<file path="config.mk">
export PLATFORM = sky130hd
export DESIGN_NAME = ex_mem_stage
export DESIGN_NICKNAME = d
export VERILOG_FILES = /design/src/rtl/ex_mem_stage.sv
export SDC_FILE = /design/constraint.sdc
export NUM_CORES = 1
export LEC_CHECK = 0
export BUFFER_PORTS_ARGS = -buffer_cell sky130_fd_sc_hd__buf_2
export CORE_MARGIN = 10
export CORE_UTILIZATION = 32
export DETAILED_ROUTE_END_ITERATION = 10
export PLACE_DENSITY_LB_ADDON = 0.2
export SYNTH_ARGS = -nofsm -noshare
export SYNTH_HDL_FRONTEND = slang
export SYNTH_SLANG_ARGS = --single-unit
</file>
<file path="constraint.sdc">
create_clock -name clk -period 5.4 [get_ports clk]
set_input_delay 1.62 -clock clk [delete_from_list [all_inputs] [get_ports clk]]
set_output_delay 1.62 -clock clk [all_outputs]
set_load 0.01 [all_outputs]
</file>
<file path="src/rtl/ex_mem_stage.sv">
// ============================================================================
// Module   : ex_mem_stage
// Purpose  : Execute stage with operand forwarding, plus the EX/MEM register.
// Revision : 1.0  initial release
// ============================================================================
`default_nettype none

module ex_mem_stage #(
   parameter int DW = 8,
   parameter int AW = 3
) (
   input  logic          clk,
   input  logic          rst,
   input  logic          flush,
   input  logic          stall,
   input  logic          WBregwr,
   input  logic          WBregomem,
   input  logic          MEMwr,
   input  logic          MEMread,
   input  logic          EXalusrc,
   input  logic [2:0]    EXaluctrl,
   input  logic          REGdst,
   input  logic [DW-1:0] readDATA1,
   input  logic [DW-1:0] readDATA2,
   input  logic [DW-1:0] constant,
   input  logic [AW-1:0] writeREG2,
   input  logic [AW-1:0] writeREG3,
   input  logic [AW-1:0] ID_EX_readREG1,
   input  logic [AW-1:0] ID_EX_readREG2,
   input  logic          MEM_WB_regwr,
   input  logic [AW-1:0] MEM_WB_writeREG,
   input  logic [DW-1:0] MEM_WB_data,
   output logic          EX_MEM_WBregwr,
   output logic          EX_MEM_WBregomem,
   output logic          EX_MEM_MEMwr,
   output logic          EX_MEM_MEMread,
   output logic [DW-1:0] EX_MEM_aluout,
   output logic [DW-1:0] EX_MEM_storedata,
   output logic [AW-1:0] EX_MEM_writeREG,
   output logic          EX_MEM_zero,
   output logic          EX_MEM_ovf,
   output logic [1:0]    fwdA,
   output logic [1:0]    fwdB
);

   localparam logic [2:0] c_ALU_ADD  = 3'b000;
   localparam logic [2:0] c_ALU_SUB  = 3'b001;
   localparam logic [2:0] c_ALU_AND  = 3'b010;
   localparam logic [2:0] c_ALU_OR   = 3'b011;
   localparam logic [2:0] c_ALU_SLT  = 3'b100;
   localparam logic [2:0] c_ALU_XOR  = 3'b101;
   localparam logic [2:0] c_ALU_NOR  = 3'b110;

   localparam logic [1:0] c_FWD_NONE = 2'b00;
   localparam logic [1:0] c_FWD_WB   = 2'b01;
   localparam logic [1:0] c_FWD_MEM  = 2'b10;

   logic          r_wbregwr;
   logic          r_wbregomem;
   logic          r_memwr;
   logic          r_memread;
   logic [DW-1:0] r_aluout;
   logic [DW-1:0] r_storedata;
   logic [AW-1:0] r_writereg;
   logic          r_zero;
   logic          r_ovf;

   logic [1:0]    w_fwd_a;
   logic [1:0]    w_fwd_b;
   logic [DW-1:0] w_opa;
   logic [DW-1:0] w_fwdb_val;
   logic [DW-1:0] w_opb;
   logic [DW-1:0] w_sum;
   logic [DW-1:0] w_diff;
   logic [DW-1:0] w_result;
   logic          w_ovf;
   logic          w_lt;
   logic [AW-1:0] w_dest;

   // Loads in EX/MEM are excluded: their data does not exist until MEM completes.
   function automatic logic [1:0] fwd_sel(
      input logic          rst_i,
      input logic [AW-1:0] src,
      input logic          em_wr,
      input logic          em_mem,
      input logic [AW-1:0] em_reg,
      input logic          wb_wr,
      input logic [AW-1:0] wb_reg
   );
      logic [1:0] sel;
      sel = c_FWD_NONE;
      if (rst_i)
         sel = c_FWD_NONE;
      else if (em_wr && !em_mem && (em_reg != '0) && (em_reg == src))
         sel = c_FWD_MEM;
      else if (wb_wr && (wb_reg != '0) && (wb_reg == src))
         sel = c_FWD_WB;
      return sel;
   endfunction

   always_comb begin
      w_fwd_a = fwd_sel(rst, ID_EX_readREG1, r_wbregwr, r_wbregomem, r_writereg,
                        MEM_WB_regwr, MEM_WB_writeREG);
      w_fwd_b = fwd_sel(rst, ID_EX_readREG2, r_wbregwr, r_wbregomem, r_writereg,
                        MEM_WB_regwr, MEM_WB_writeREG);
   end

   always_comb begin
      case (w_fwd_a)
         c_FWD_MEM: w_opa = r_aluout;
         c_FWD_WB:  w_opa = MEM_WB_data;
         default:   w_opa = readDATA1;
      endcase
      case (w_fwd_b)
         c_FWD_MEM: w_fwdb_val = r_aluout;
         c_FWD_WB:  w_fwdb_val = MEM_WB_data;
         default:   w_fwdb_val = readDATA2;
      endcase
      w_opb  = EXalusrc ? constant : w_fwdb_val;
      w_dest = REGdst ? writeREG3 : writeREG2;
   end

   always_comb begin
      w_sum  = w_opa + w_opb;
      w_diff = w_opa - w_opb;
      w_lt   = ($signed(w_opa) < $signed(w_opb));
      w_ovf  = 1'b0;
      case (EXaluctrl)
         c_ALU_ADD: begin
            w_result = w_sum;
            w_ovf    = (w_opa[DW-1] == w_opb[DW-1]) && (w_sum[DW-1] != w_opa[DW-1]);
         end
         c_ALU_SUB: begin
            w_result = w_diff;
            w_ovf    = (w_opa[DW-1] != w_opb[DW-1]) && (w_diff[DW-1] != w_opa[DW-1]);
         end
         c_ALU_AND: w_result = w_opa & w_opb;
         c_ALU_OR:  w_result = w_opa | w_opb;
         c_ALU_SLT: w_result = {{(DW-1){1'b0}}, w_lt};
         c_ALU_XOR: w_result = w_opa ^ w_opb;
         c_ALU_NOR: w_result = ~(w_opa | w_opb);
         default:   w_result = w_opb;
      endcase
   end

   // Flush kills only the side-effecting controls and flags; datapath still loads.
   always_ff @(posedge clk or posedge rst) begin
      if (rst) begin
         r_wbregwr   <= 1'b0;
         r_wbregomem <= 1'b0;
         r_memwr     <= 1'b0;
         r_memread   <= 1'b0;
         r_aluout    <= '0;
         r_storedata <= '0;
         r_writereg  <= '0;
         r_zero      <= 1'b0;
         r_ovf       <= 1'b0;
      end else if (flush) begin
         r_wbregwr   <= 1'b0;
         r_wbregomem <= 1'b0;
         r_memwr     <= 1'b0;
         r_memread   <= 1'b0;
         r_aluout    <= w_result;
         r_storedata <= w_fwdb_val;
         r_writereg  <= w_dest;
         r_zero      <= 1'b0;
         r_ovf       <= 1'b0;
      end else if (!stall) begin
         r_wbregwr   <= WBregwr;
         r_wbregomem <= WBregomem;
         r_memwr     <= MEMwr;
         r_memread   <= MEMread;
         r_aluout    <= w_result;
         r_storedata <= w_fwdb_val;
         r_writereg  <= w_dest;
         r_zero      <= (w_result == '0);
         r_ovf       <= w_ovf;
      end
   end

   assign EX_MEM_WBregwr   = r_wbregwr;
   assign EX_MEM_WBregomem = r_wbregomem;
   assign EX_MEM_MEMwr     = r_memwr;
   assign EX_MEM_MEMread   = r_memread;
   assign EX_MEM_aluout    = r_aluout;
   assign EX_MEM_storedata = r_storedata;
   assign EX_MEM_writeREG  = r_writereg;
   assign EX_MEM_zero      = r_zero;
   assign EX_MEM_ovf       = r_ovf;
   assign fwdA             = w_fwd_a;
   assign fwdB             = w_fwd_b;

endmodule

`default_nettype wire

</file>
==> results <==
- The startpoint type of the worst setup path is an input port.
- The slowest library cell on the worst path is fa_1.
- The synthesized instance count is 387.
- The worst register-to-register path begins at EX_MEM_writeREG[1].
- The setup path with the least slack is of type in -> reg.
- The number of enable-type register cells in the synthesized netlist is 0.
- The summed instance area of the synthesized netlist is 2990 sq um.
- The worst path needs around 5000 ps of the cycle, external delays included.
- The flip-flop and latch count after synthesis is 25.
- The design draws 0.695 mW.
- The CTS H-tree depth is 1.
- The worst hold path startpoint is EX_MEM_storedata[0].
- The first detailed-routing pass took 5 iterations.
- For this design the top-level I/O count stands at 90.
- The most common cell after layout, fill and taps aside is buf_2.
- The via count of the first global-routing pass was 3164.
- The worst hold slack is 480 ps.
- The clock-pin slew reported for the worst setup and hold paths after clock tree synthesis is around 90 ps.
- The largest stage delay on the critical path is 440 ps.
- The area growth from synthesis to layout is 26.3%.
- For hold timing, the worst endpoint is EX_MEM_storedata[0].
- Post-CTS repair changed the size of 0 cells.
- The final layout contains routed wiring with a total length of 10600 um.
- Once layout is done, the placed cells without fillers occupy ~3800 sq um.
- The worst clock skew is 1.54 ps.
- The number of buffers inserted for hold repair after clock tree synthesis is 0.
- TritonCTS created 3 clock buffers.
- The CTS tree is yes.
- Data on the critical path is required at its endpoint by ~5600 ps.
- Dividing the final minimum period by the clock period gives 0.950.
- The endpoint identified for the worst register-to-register timing path is EX_MEM_zero.
- The number of DRC violations after detailed routing is 0.
- The maximum fanout encountered on the critical timing path is 6.
- The relative slew slack is 0.406.
- The tightest min-delay check is of the reg -> reg type.
- Using the TritonRoute via totals, the vias-per-cell ratio works out to 5.37.
- The worst-skew pair later-pin latency is 270 ps.
- The reg-to-reg setup timing slack is 890 ps.
- For this run, global-route usage on met1 was measured as 0.176.
- Detailed placement ended at an HPWL of 8720 um.
- Setup repair after global routing left no endpoint under its margin.
- CTS placed an instance of clkbuf_8 at the clock tree root.
- The number of antenna violations at the first check in global routing is 0.
- The first global-routing pass estimated 16100 um of wire.
- The worst setup path is captured at a flip-flop.
- The number of design-rule violations left by the first detailed-router iteration is 184.
- The total setup buffers inserted after CTS is 0.
- The highest attainable clock frequency is 0.195 GHz.
- The count of distinct cell types in the synthesized netlist is 64.
- The area of the die is 13600 sq um.
- The fraction of synthesis flops using an asynchronous set or reset pin is 1.00.
- The clock passes through at most 2 buffers.
- The number of antenna diodes in the final layout is 0.
- After detailed placement, the total cell area comes to 3700 sq um.
- The post-placement cell count is 595.
- The worst hold path was traced through 2 stages.
- Port buffering added 89 buffers.
- The depth of the most critical reg-to-reg path is 18.
- The initialized floorplan defines 35 standard-cell rows.
- Summed over all cells, the static leakage comes to 1.82 nW.
- The clock net sink count is 25.
- The Yosys warning count is 0.
- From bottom edge to top edge, the die measures 117 um.
- The final max-slew violation count is 0.
- The total overflow left after global routing is 0.
- The filler cells instantiated in the layout total ~930.
- The hold violation total from the final report came to 0.
- The met3 routing resource usage after global routing is 0.0221.
- Setup violations remaining at the end of the flow were counted as 0.
- The width of the die is between 100 and 150 um.
- The sequential element share of the synthesized area is 0.210.
- The core region is about 9200 sq um.
- The top flip-flop cell by instance count after synthesis is dfrtp_1.
- In the global route stage, met2 resource usage came out at 0.262.
- The worst-case IR drop observed on VDD is between 0.08 and 0.09 mV.
- Dividing total power by cell area gives a power density of approximately 180 nW/um^2.
- The pin count of the biggest net entering global routing is 27.
- STA puts the critical path data arrival time at 5300 ps.
- The detailed-route via count is 3219.
- Excluding fillers, the count of instances in the completed layout stands at around 600.
- The fraction of layout cells with a size suffix above 1 is 0.293.
- The average cell area after synthesis is 7.71 sq um.
- The flow ran to the end, and the final reports show no timing, DRC or antenna violations.
- Traced cell by cell, the critical path runs through buf_2 -> xnor2_1 -> nand4_1 -> and3_1 -> ha_1 -> a221o_1 -> o21ai_0 -> o21ai_2 -> ha_1 -> inv_1 -> fa_1 -> a211oi_2 -> nor2_1 -> mux2_2 -> o211ai_1 -> and4bb_2 -> o211ai_1 -> o21ai_1.
- The global routing stage identified its most utilized layer as met2.
- The number of nets still failing antenna checks after routing is 0.
- The placer congestion estimate is about 0.93.
- The number of maximum-capacitance violations is 0.
- The net count of the finished layout is 580.
- The average wire per cell in the routed design is roughly 18 um.
- The number of nets handed over by synthesis was 478.
- The initial cell density of the core is 0.326.
- The all-layer global routing usage is 0.148.
- In the layout the commonest cells are buf_2 (89), nand2_1 (45), o21ai_0 (34).
- At the pin with the least slew margin, the transition time is 887 ps.
cell usage after synthesis, types with 3 or more instances:
master,count,area share
nor2_1,25,0.031
o31ai_1,5,0.013
o211ai_1,4,0.010
nor3_1,12,0.020
dfrtp_1,25,0.21
nand2b_1,6,0.013
ha_1,28,0.12
xnor2_1,9,0.026
o21ai_1,8,0.013
a221o_1,9,0.030
a22oi_1,12,0.030
nand3_1,4,0.0067
o21a_1,9,0.023
clkbuf_1,13,0.016
buf_2,8,0.013
mux2i_1,8,0.027
inv_1,28,0.035
nand2_1,45,0.057
a22o_1,3,0.0088
nand4_1,3,0.0063
xor2_1,7,0.021
nor2b_1,7,0.015
and3_1,3,0.0063
o21bai_1,3,0.0075
a21oi_1,16,0.027
and2_1,3,0.0063
o22ai_1,4,0.0084
o21ai_0,36,0.060
registers in the layout, indices dropped and copies added (netlist names):
signal,count
EX_MEM_aluout,8
EX_MEM_zero,1
EX_MEM_storedata,8
EX_MEM_MEMread,1
EX_MEM_WBregwr,1
EX_MEM_WBregomem,1
EX_MEM_MEMwr,1
EX_MEM_writeREG,3
EX_MEM_ovf,1
cell type report:
class	count	area, sq um	share of cell area
clock buffers	3	41.3	0.0110
multi-input cells	307	2150	0.570
well taps	111	139	0.0368
repair buffers	122	693	0.184
inverters	30	116	0.0309
flip-flops and latches	25	626	0.166
clock inverters	1	7.51	0.00199
power breakdown:
| group | switching [mW] | leakage, nW | internal (mW) |
|---|---|---|---|
| clock | 0.0639 | 0.0217 | 0.0524 |
| sequential | 0.0218 | 0.309 | 0.209 |
| combinational | 0.193 | 1.49 | 0.154 |
cells by family after synthesis:
family | count (synthesis) | share of synthesized area
multiplexers | 10 | 0.0344
flip-flops | 25 | 0.210
XOR/XNOR | 16 | 0.0469
adder cells (fa/ha/maj) | 30 | 0.131
AND/OR/NAND/NOR | 122 | 0.205
buffers and inverters | 55 | 0.0788
AO/OA/AOI/OAI | 129 | 0.295
worst max path at each step:
stage                                  start          end  slack, ps  cells after the start
after floorplan                          rst  EX_MEM_zero         30                     19
after global placement    MEM_WB_writeREG[2]  EX_MEM_zero         20                     17
after detailed placement  MEM_WB_writeREG[2]  EX_MEM_zero        -70                     17
after CTS                 MEM_WB_writeREG[2]  EX_MEM_zero        220                     17
after global routing       ID_EX_readREG2[0]  EX_MEM_zero          4                     18
final                      ID_EX_readREG2[2]  EX_MEM_zero        270                     18
critical path, delay by kind of cell:
family	cells	cell delay, ps
fa+ha+maj	3	1050
simple gates	4	740
buf+inv	2	180
compound gates	7	1260
mux	1	260
xor+xnor	1	170
metrics by stage:
step,worst slack (ps),util,setup TNS (ps)
floorplan,34.9,-,0
global placement,16.2,0.404,0
detailed placement,-68.5,0.404,-78.7
CTS,219,0.410,0
global route,3.72,0.412,0
finish,271,0.412,0
per-layer routing:
| layer | wire length, um | share of wire | up-vias |
|---|---|---|---|
| met3 | 776 | 0.073 | 22 |
| met5 | 0 | 0 | - |
| met1 | 4530 | 0.43 | 1483 |
| met4 | 271 | 0.026 | 0 |
| met2 | 4990 | 0.47 | 121 |
| li1 | - | - | 1593 |
Note: power is estimated with default switching activity, not from simulation.
